`src/rtl/shift_pkg.sv`:
```
// rtl/shift_pkg.sv - shared op and FSM state encodings for the sequential shifter
package shift_pkg;

    typedef enum logic [1:0] {
        OP_SLL = 2'b00,
        OP_SRL = 2'b01,
        OP_SRA = 2'b10,
        OP_ROR = 2'b11
    } shift_op_e;

    typedef enum logic [1:0] {
        ST_IDLE  = 2'b00,
        ST_SHIFT = 2'b01,
        ST_DONE  = 2'b10
    } shift_state_e;

endpackage

```
`src/rtl/shift_step.sv`:
```
// rtl/shift_step.sv - combinational shift of WIDTH bits by 0..STEP under op
module shift_step
    import shift_pkg::*;
#(
    parameter int WIDTH = 32,
    parameter int STEP  = 4,
    localparam int AW   = $clog2(STEP + 1)
) (
    input  logic [WIDTH-1:0] data,
    input  logic [AW-1:0]    amt,
    input  shift_op_e        op,
    input  logic             sign,
    output logic [WIDTH-1:0] res
);

    logic [2*WIDTH-1:0] wide;

    // Right-side fills come from the upper half of a double-width word.
    always_comb begin
        wide = '0;
        res  = data;
        case (op)
            OP_SLL: res = data << amt;
            OP_SRL: res = data >> amt;
            OP_SRA: begin
                wide = {{WIDTH{sign}}, data} >> amt;
                res  = wide[WIDTH-1:0];
            end
            OP_ROR: begin
                wide = {data, data} >> amt;
                res  = wide[WIDTH-1:0];
            end
            default: res = data;
        endcase
    end

endmodule

```
`src/rtl/seq_shifter.sv`:
```
// rtl/seq_shifter.sv - multi-cycle variable shifter, STEP bits per clock with start/done handshake
module seq_shifter
    import shift_pkg::*;
#(
    parameter int WIDTH = 32,
    parameter int STEP  = 4,
    localparam int SHW  = $clog2(WIDTH)
) (
    input  logic             clk,
    input  logic             rst_n,
    input  logic             start,
    input  logic [1:0]       op,
    input  logic [WIDTH-1:0] data_in,
    input  logic [SHW-1:0]   shamt,
    output logic             busy,
    output logic             done,
    output logic [WIDTH-1:0] result
);

    localparam int AW = $clog2(STEP + 1);

    shift_state_e     state;
    shift_op_e        op_q;
    logic             sign_q;
    logic [SHW-1:0]   count;
    logic [WIDTH-1:0] work;

    logic [AW-1:0]    step_amt;
    logic [SHW-1:0]   count_nxt;
    logic [WIDTH-1:0] step_out;

    always_comb begin
        step_amt = AW'(STEP);
        if (32'(count) < 32'(STEP)) begin
            step_amt = AW'(count);
        end
        count_nxt = count - SHW'(step_amt);
    end

    shift_step #(
        .WIDTH (WIDTH),
        .STEP  (STEP)
    ) u_step (
        .data (work),
        .amt  (step_amt),
        .op   (op_q),
        .sign (sign_q),
        .res  (step_out)
    );

    // IDLE and DONE share the acceptance path so back-to-back requests need no idle gap.
    always_ff @(posedge clk or negedge rst_n) begin
        if (!rst_n) begin
            state  <= ST_IDLE;
            op_q   <= OP_SLL;
            sign_q <= 1'b0;
            count  <= '0;
            work   <= '0;
            busy   <= 1'b0;
            done   <= 1'b0;
            result <= '0;
        end else begin
            done <= 1'b0;
            case (state)
                ST_IDLE, ST_DONE: begin
                    if (start) begin
                        work   <= data_in;
                        count  <= shamt;
                        op_q   <= shift_op_e'(op);
                        sign_q <= data_in[WIDTH-1];
                        if (shamt == '0) begin
                            state  <= ST_DONE;
                            done   <= 1'b1;
                            result <= data_in;
                            busy   <= 1'b0;
                        end else begin
                            state <= ST_SHIFT;
                            busy  <= 1'b1;
                        end
                    end else begin
                        state <= ST_IDLE;
                        busy  <= 1'b0;
                    end
                end
                ST_SHIFT: begin
                    work  <= step_out;
                    count <= count_nxt;
                    if (count_nxt == '0) begin
                        state  <= ST_DONE;
                        done   <= 1'b1;
                        result <= step_out;
                        busy   <= 1'b0;
                    end
                end
                default: begin
                    state <= ST_IDLE;
                    busy  <= 1'b0;
                end
            endcase
        end
    end

endmodule

```
`config.mk`:
```
export PLATFORM = sky130hd
export DESIGN_NAME = seq_shifter
export DESIGN_NICKNAME = d
export VERILOG_FILES = /design/src/rtl/shift_pkg.sv /design/src/rtl/shift_step.sv /design/src/rtl/seq_shifter.sv
export SDC_FILE = /design/constraint.sdc
export NUM_CORES = 1
export LEC_CHECK = 0
export ABC_AREA = 0
export ABC_CLOCK_PERIOD_IN_PS = 3700
export BUFFER_PORTS_ARGS = -buffer_cell sky130_fd_sc_hd__buf_2
export CAP_MARGIN = 15
export CORE_ASPECT_RATIO = 2
export CORE_UTILIZATION = 54
export CTS_CLUSTER_DIAMETER = 100
export CTS_CLUSTER_SIZE = 40
export DETAILED_ROUTE_END_ITERATION = 12
export GPL_TIMING_DRIVEN = 0
export PLACE_DENSITY = 0.88
export SYNTH_ARGS = -nofsm -noshare
export SYNTH_HDL_FRONTEND = slang
export SYNTH_SLANG_ARGS = --single-unit
```
`constraint.sdc`:
```
create_clock -name clk -period 3.7 [get_ports clk]
set_input_delay 0 -clock clk [delete_from_list [all_inputs] [get_ports clk]]
set_output_delay 0 -clock clk [all_outputs]
set_load 0.05 [all_outputs]
```
==> results of run 1 <==
## cell type report
class / instances / area (µm²) / area share, %
timing repair buffer: 100 / 631 / 8.64
multi-input combinational: 554 / 3800 / 52.1
clock buffer: 10 / 229 / 3.14
clock inverter: 5 / 103 / 1.41
sequential: 75 / 1880 / 25.7
inverter: 17 / 68.8 / 0.942
buffer: 88 / 415 / 5.69
tap: 140 / 175 / 2.40
## what timing repair did
| action | in CTS | in global routing |
|---|---|---|
| pin swaps | 1 | 1 |
| gates resized for setup | 18 | 2 |
| setup endpoints to repair | 35 | 18 |
| gates cloned | 0 | 0 |
| hold endpoints to repair | 60 | 0 |
| hold buffers | 21 | 0 |
| setup buffers | 2 | 1 |
## cell families after synthesis
family / count (synthesis) / synth area share (%)
buf+inv: 107 / 7.52
flops: 75 / 30.7
fa+ha+maj: 1 / 0.205
simple gates: 213 / 16.7
other cells: 1 / 0.0614
mux: 93 / 17.6
compound gates: 246 / 27.2
## cell usage after synthesis, types with 3 or more instances
| master | n | share of area, % |
|---|---|---|
| nor4_1 | 5 | 0.51 |
| o21ai_1 | 6 | 0.49 |
| o41ai_1 | 4 | 0.57 |
| o21a_1 | 7 | 0.86 |
| nor3_1 | 14 | 1.1 |
| nand3_1 | 19 | 1.6 |
| o32ai_1 | 4 | 0.57 |
| buf_1 | 9 | 0.55 |
| and2_1 | 3 | 0.31 |
| a31oi_1 | 19 | 1.9 |
| dfrtp_1 | 75 | 31 |
| mux2_2 | 22 | 4.1 |
| nor3b_1 | 3 | 0.37 |
| buf_4 | 4 | 0.49 |
| buf_6 | 3 | 0.55 |
| nand2_1 | 90 | 5.5 |
| o211ai_1 | 5 | 0.61 |
| o31ai_1 | 10 | 1.2 |
| a21oi_1 | 59 | 4.8 |
| a22o_1 | 3 | 0.43 |
| clkbuf_1 | 59 | 3.6 |
| o21ai_0 | 40 | 3.3 |
| a221o_1 | 3 | 0.49 |
| buf_2 | 15 | 1.2 |
| inv_1 | 15 | 0.92 |
| o32a_1 | 4 | 0.66 |
| o221ai_1 | 9 | 1.3 |
| a211oi_1 | 19 | 2.3 |
| a21o_1 | 9 | 1.1 |
| nor2b_1 | 5 | 0.51 |
| mux2i_1 | 60 | 9.8 |
| a221oi_1 | 7 | 1.0 |
| mux4_2 | 9 | 3.3 |
| nor2_1 | 42 | 2.6 |
| nand2b_1 | 10 | 1.0 |
| or3b_2 | 3 | 0.43 |
| o22ai_1 | 10 | 1.0 |
| a2111oi_0 | 7 | 1.0 |
## state kept, by name, indices dropped and copies added (netlist names)
register and cells:
result 32, work 32, count 5, op_q 2, state 2, done 1
sign_q 1
## final timing paths
path | to | slack (ps) | startpoint
hold / removal | work[3] | -6 | data_in[3]
max in group asynchronous | count[4] | 2930 | rst_n
setup reg to reg | result[23] | 40 | count[1]
setup / recovery | result[23] | 40 | count[1]
hold reg to reg | result[8] | 490 | result[8]
min in group asynchronous | result[17] | 160 | rst_n
## routing by layer
layer,up-vias,track usage (%)
met5,-,0
met4,0,44.9
met3,240,16.7
met2,641,78.8
met1,3401,52.3
li1,2965,-
## stage by stage
step	hold slack (ps)	area, µm²	TNS [ps]
floorplan	-296	6110	0
global placement	197	6660	-35050
detailed placement	0.943	6680	-37320
CTS	9.87	7290	0
global route	23.6	7300	0
finish	-5.81	7300	0
## worst register-to-register path, cell delays in order (launching register included)
cell	delay (ps)
dfrtp_1	310
buf_2	260
buf_4	350
clkbuf_2	370
nand2_1	170
ha_4	210
or3b_1	390
a2111oi_4	440
o211ai_2	220
and2_4	240
clkinv_4	80
buf_12	150
mux2_2	350
==> qor.yml, run 1 <==
finalHoldViolations: 2
yosys_warnings: 0
setup_viol_count_final: 0
hold_ws_ps: -5.81
areaGrowthSynthToFinish_pct: 19.6
fin_ws_ps: 36.6
fillCellCount: 950
fin_crit_ps: 3660
wl_met2_mm: 13.3
firstDrtPassIters: 8
drcViolationCount: 0
cp_cell_sequence: "buf_2, buf_4, clkbuf_2, nand2_1, ha_4, or3b_1, a2111oi_4, o211ai_2, and2_4, clkinv_4, buf_12, mux2_2"
ys_ff_latch: 75
dp_cells: 952
max_stage_delay_ps: 440
rsz0062_at_grt: "no"
cap_violations: 0
num_antenna_cells: 0
vias: 7247
final_cell_mix: "90 x nand2_1, 86 x buf_2, 74 x dfrtp_1"
worstSetupPathType: "flop to flop"
pre_cts_slack_ps: -1260
grt_use_total_pct: 50.2
fp.dieW_um: 77.2
synth_top_flop_cell: "dfrtp_1"
r2r.worst_path.cells: 12
worst-path-stages: 12
cts_made_buffers: 9
maxSlewHeadroom_pct: 27.7
wirelength_mm: 29.1
final_common_cell: "nand2_1"
routed-wl-met3_mm: 3.41
die_h_um: 152
cp_slowest_cell: "a2111oi_4"
yosysSeqAreaShare_pct: 30.7
post-route-util_pct: 66.7
avgSynthCellArea_um2: 8.30
cts_tree: "yes"
hp-class: "input port to flop"
core_area_um2: 10900
critPathRequiredTime_ps: 3930
crit_arrival_ps: 3890
fin_nets: 888
drt.antenna.violating_nets: 0
cts_max_level: 3
start_kind: "flop"
finClkSkew_ps: 10.2
fin_crit_sh_pct: 99.0
fmax_mhz: 273
outcome: "finished with violations"
slew_violations: 0
start_util_pct: 55.8
drt_iter0_markers: 1042
cts_root_buf: "clkbuf_16"
boundaryPins: 76
io_buffers: 75
async_flop_share_pct: 100
syn_nets: 779
critPathTopFamily: "buffers and inverters"
clk_latency_ps: 350
violations: "negative hold slack"
gp_congestion: 1.03
worst_slew_pin_slew_ps: 1080
synth-edff-count: 0
synth_area_um2: 6110
worstSetupEndpointType: "flop"
clockBufferDepth: 2
antenna_found_initial: 0
dp_hpwl_mm: 20.5
cts_sinks: 75
synthCells: 736
drt-vias-per-instance: 7.33
synth.distinct_cells: 74
met1_length_mm: 9.19
dieArea_um2: 11800
overflow: 0
drive_gt1_share_pct: 19.8
fin_cells: 989
rows: 54
grt_max_degree: 39
grt_pass1_vias: 7304
top_layer_used: "met4"
grt_pass1_wl_mm: 43.1
worst-path-buf-inv: 5
min_path_cells: 3
clk_pin_slew_ps: 60
drt-wirelength-per-cell_um: 29.4
crit_path_max_fanout: 19
Power of run 1 is left out: the tool's default activity adds up to more than one toggle a clock period on the data nets, which glitch-free logic cannot reach.
==> run 2, diff against run 1 <==
SYNTH_HIERARCHICAL = 1   (was unset)
==> run 2 against run 1 <==
The run still ends with negative hold slack left. Design area is 1.6% higher. Sequential share of layout area is 0.092 points lower. Critical path depth is 1 higher. First-iteration DRC count is 41% lower. Setup slack better by 280 ps. Register-to-register slack better by 280 ps. Cell count is 14% lower. Worst hold slack better by 3.2 ps. Synthesized cell count is 20% lower. Critical path type unchanged. Largest cell class unchanged. Highest routed layer unchanged.
==> qor.yml, run 2 <==
p_int_mw: 3.77
rows: 55
fmax_mhz: 295
drt_iter0_markers: 618
grt_pass1_wl_mm: 31.5
fillCellCount: 894
synthTopCellsByCount: "127 x nand2_1, 76 x dfrtp_1, 57 x mux2i_1, 46 x o21ai_0, 34 x mux4_2"
hold_ws_ps: -2.65
antenna_found_initial: 0
fp.dieW_um: 78.2
async_flop_share_pct: 100
finClkSkew_ps: 10.5
clk_latency_ps: 340
clockBufferDepth: 2
dieArea_um2: 12100
wirelength_mm: 20.1
die_h_um: 154
outcome: "finished with violations"
drt-wirelength-per-cell_um: 23.6
reg.largest.list: "result x32, work x32, count x5"
synth_top_area_share_pct: 30.3
cts_max_level: 3
drt.antenna.violating_nets: 0
dp_hpwl_mm: 14.8
grt_use_total_pct: 35.2
rsz0062_at_grt: "no"
setup_viol_count_final: 0
finalHoldViolations: 1
yosysTopAreaCell: "dfrtp_1"
cts_sinks: 76
worstSetupEndpointType: "flop"
sequentialPowerShare_pct: 23.2
avgSynthCellArea_um2: 10.6
fin_crit_ps: 3390
yosys_warnings: 6
hp-class: "input port to flop"
firstDrtPassIters: 7
ys_ff_latch: 76
synth.distinct_cells: 52
synth-xor-area-share_pct: 0
drive_gt1_share_pct: 28.2
critPathRequiredTime_ps: 3920
synth_top_flop_cell: "dfrtp_1"
post-synth-top-count-cell: "nand2_1"
worst_slew_pin_slew_ps: 824
final_common_cell: "nand2_1"
swShare_pct: 49.6
fin_crit_sh_pct: 91.5
leakagePower_nw: 3.51
num_antenna_cells: 0
pwr_density_cell_nw_per_um2: 1010
crit_arrival_ps: 3610
synth_top_family_by_area: "multiplexers"
synthTopCellsByArea: "dfrtp_1 30%, mux4_2 12%, mux4_1 10%"
synthCells: 591
comb_power_share_pct: 64.3
ir_drop_mv: 0.526
synth_area_um2: 6270
fin_nets: 748
cts_root_buf: "clkbuf_16"
violations: "negative hold slack"
overflow: 0
post-route-util_pct: 65.8
cts_tree: "yes"
synth_compound_area_share_pct: 10.3
final_cell_mix: "127 x nand2_1, 89 x buf_2, 76 x dfrtp_1"
grt_pass1_vias: 5828
drcViolationCount: 0
crit_path_max_fanout: 10
core_area_um2: 11300
grt_max_degree: 40
gp_congestion: 0.957
yosysSeqAreaShare_pct: 30.3
start_kind: "flop"
synth.area.mux_share_pct: 39.9
cts_made_buffers: 9
boundaryPins: 76
p_clk_share_pct: 12.5
synth-adder-area-share_pct: 0.200
slew_violations: 0
worstSetupPathType: "flop to flop"
vias: 5626
start_util_pct: 55.6
io_buffers: 75
synth-edff-count: 0
timing.setup.tns_ps: 0
areaGrowthSynthToFinish_pct: 18.4
synth-simple-area-share_pct: 13.9
syn_nets: 634
drt-vias-per-instance: 6.62
cap_violations: 0
clk_pin_slew_ps: 60
power_switching_mw: 3.71
maxSlewHeadroom_pct: 45.1
==> run 2: area by class of cell <==
cell class              count  area (µm²)  share of cell area, %
plain buffers              52         315                   4.25
clock buffers              10         229                   3.09
clock inverters             4        76.3                   1.03
inverters                   5        18.8                  0.253
multi-input cells         458        4030                   54.4
flip-flops and latches     76        1900                   25.6
well taps                 142         178                   2.39
repair buffers            103         668                   9.00
==> run 2: cell families after synthesis <==
logic type,count (synthesis)
AOI/OAI and AO/OA,103
adders and majority gates,1
buffers and inverters,57
DFF,76
muxes,153
other,1
and+or+nand+nor,200
==> run 2: what timing repair did <==
| item | in CTS | in global routing |
|---|---|---|
| hold buffers | 27 | 0 |
| gates resized for setup | 0 | 0 |
| endpoints found under the hold margin | 67 | 0 |
| setup buffers | 0 | 0 |
==> run 2: path summary, 6_finish.rpt <==
check                           start    endpoint  slack (ps)  cells past startpoint
max reg2reg                  count[3]  result[29]         310                     13
max                          count[3]  result[29]         310                     13
min                        data_in[1]     work[1]          -3                      3
min in group asynchronous       rst_n   result[3]         160                      2
max in group asynchronous       rst_n  result[17]        2930                      3
min reg2reg                result[18]  result[18]         500                      1
==> run 2: through the flow <==
step / total power [mW] / cell area (µm²) / hold slack [ps] / cells / setup slack (ps)
3_3_place_gp: 6.30 / 6820 / 195 / 808 / 389
5_1_grt: 7.90 / 7420 / 18.5 / 850 / 215
2_1_floorplan: 5.12 / 6270 / -296 / 591 / 964
4_1_cts: 7.42 / 7420 / 2.86 / 850 / 378
3_5_place_dp: 6.45 / 6850 / 1.40 / 809 / 396
6_report: 7.49 / 7420 / -2.65 / 850 / 313
==> run 2: power by group through the flow <==
stage               combinational (mW)  sequential [mW]  clock, mW
finish                            4.81             1.73      0.937
global route                      5.14             1.78      0.971
CTS                               4.77             1.71      0.945
detailed placement                4.73             1.72          0
global placement                  4.61             1.69          0
floorplan                         3.02             2.10          0
==> run 2: per-layer routing <==
layer / global-route usage, % / vias up / share of wire (%)
met1: 38.5 / 2768 / 35
met3: 4.78 / 95 / 5.7
met4: 25.0 / 0 / 7.1
li1: - / 2440 / -
met5: 0 / - / 0
met2: 61.6 / 323 / 53
==> run 2: worst max-delay path: stages (launching register included) <==
cell	delay (ps)
dfrtp_1	390
buf_4	180
nor3_1	380
and2_1	190
buf_4	210
buf_6	180
buf_2	330
mux4_2	350
and2_1	220
a211oi_1	320
a21oi_1	90
nand2_1	110
nand2_1	50
mux2_4	260
(Power assumes the default switching activity.)
==> run 3, diff against run 2 <==
CELL_PAD_IN_SITES_DETAIL_PLACEMENT = 1   (was unset)
CELL_PAD_IN_SITES_GLOBAL_PLACEMENT = 1   (was unset)
CORE_UTILIZATION = 43   (was 54)
==> run 3 against run 2 <==
The flow finishes with violations (design-rule violations). Combinational power grew 2%. Utilization shrank 13 points. Sequential share of layout area shrank 0.48 points. Global-route usage shrank 4.0 points. Sequential power is essentially flat. Largest cell class unchanged.
==> qor.yml, run 3 (synthesis results as in run 2) <==
outcome: "finished with violations"
fmax_mhz: 302
worstSetupEndpointType: "flop"
rows: 62
violations: "design-rule violations"
worst_slew_pin_slew_ps: 873
ir_drop_mv: 0.425
dp_hpwl_mm: 16.4
die_h_um: 173
fin_nets: 756
clockBufferDepth: 2
drt_iter0_markers: 401
crit_arrival_ps: 3550
start_util_pct: 43.9
grt_pass1_vias: 6290
holdPathEnd: "work[7]"
drive_gt1_share_pct: 28.2
firstDrtPassIters: 10
setup_viol_count_final: 0
grt_use_total_pct: 31.2
cap_violations: 0
rsz0062_at_grt: "no"
grt_max_degree: 41
slew_violations: 0
finClkSkew_ps: 7.78
fin_cells: 909
multi_input_area_um2: 4030
dp_cells: 859
dieArea_um2: 15100
drt-vias-per-instance: 6.27
r2r.worst_path.cells: 13
boundaryPins: 76
areaGrowthSynthToFinish_pct: 20.6
pwr_density_cell_nw_per_um2: 1000
fin_crit_ps: 3310
final_common_cell: "nand2_1"
clk_pin_slew_ps: 60
gp_congestion: 0.915
ff_latch_area_um2: 1900
worstSetupPathType: "flop to flop"
leakagePower_nw: 3.55
cts_sinks: 76
worst_r2r_startpoint: "count[3]"
min_path_cells: 3
fin_crit_sh_pct: 89.4
fin_area_um2: 7560
io_buffers: 75
placedInstanceArea_um2: 6910
antenna_found_initial: 0
clk_latency_ps: 350
r2r-end: "result[29]"
fillCellCount: 1635
num_antenna_cells: 0
start_kind: "flop"
maxSlewHeadroom_pct: 41.8
rrSetupSlack_ps: 390
grt_pass1_wl_mm: 35.0
cts_max_level: 3
core_area_um2: 14300
drt.antenna.violating_nets: 0
drt-wirelength-per-cell_um: 24.2
cts_tree: "yes"
cts_made_buffers: 9
vias: 5698
final_cell_mix: "127 x nand2_1, 89 x buf_2, 76 x dfrtp_1"
hp-class: "input port to flop"
finalHoldViolations: 0
cts_root_buf: "clkbuf_16"
wirelength_mm: 22.0
crit_path_max_fanout: 10
fp.dieW_um: 87.4
hp-start: "data_in[7]"
drcViolationCount: 1
critPathRequiredTime_ps: 3940
overflow: 0
timing.setup.tns_ps: 0
reg.largest.list: "result x32, work x32, count x5"
[run 3: critical path: stages, from the launching register on]
cell	delay (ps)
dfrtp_1	360
buf_4	170
nor3_1	360
and2_1	180
buf_4	220
buf_6	190
buf_2	310
mux4_2	350
and2_1	210
a211oi_1	310
a21oi_1	90
nand2_1	110
nand2_1	60
mux2_4	260
[run 3: area by class of cell]
class                      instances  share of cell area (%)
multi-input combinational        458                    53.3
sequential                        76                    25.1
timing repair buffer             111                    9.89
buffer                            52                    4.17
tap                              192                    3.18
clock buffer                       9                    2.98
clock inverter                     6                    1.06
inverter                           5                   0.248
[run 3: through the flow]
stage                     utilization [%]  hold WS (ps)  setup slack [ps]  power, mW
after floorplan                         -          -296               964       5.12
after global placement               48.2           199               452       6.36
after detailed placement             48.4          4.73               466       6.55
after CTS                            53.0          2.35               430       7.56
after global routing                 53.0          20.5               285       8.04
final                                53.0          3.26               391       7.58
[run 3: worst max-delay path by stage]
stage	start	to	slack, ps	depth (start not counted)
after floorplan	count[3]	result[21]	960	10
after global placement	count[3]	result[29]	450	13
after detailed placement	count[3]	result[29]	470	13
after CTS	count[3]	result[29]	430	13
after global routing	count[3]	result[29]	280	13
final	count[3]	result[29]	390	13
[run 3: repair_timing]
item / CTS / global route
hold endpoints to repair: 79 / 0
setup buffers: 0 / 0
gates resized for setup: 0 / 0
hold buffers: 35 / 0
[run 3: report_power, final]
group | internal (mW) | switching (mW)
Combinational | 1.97 | 2.92
Sequential | 1.22 | 0.531
Clock | 0.582 | 0.363
Total | 3.78 | 3.81
[run 3: layer usage]
metal	up-vias	track usage, %	share of wire, %
met3	94	4.77	4.1
li1	2455	-	-
met2	240	56.4	55
met4	0	19.5	5.9
met1	2909	32.5	35
met5	-	0	0
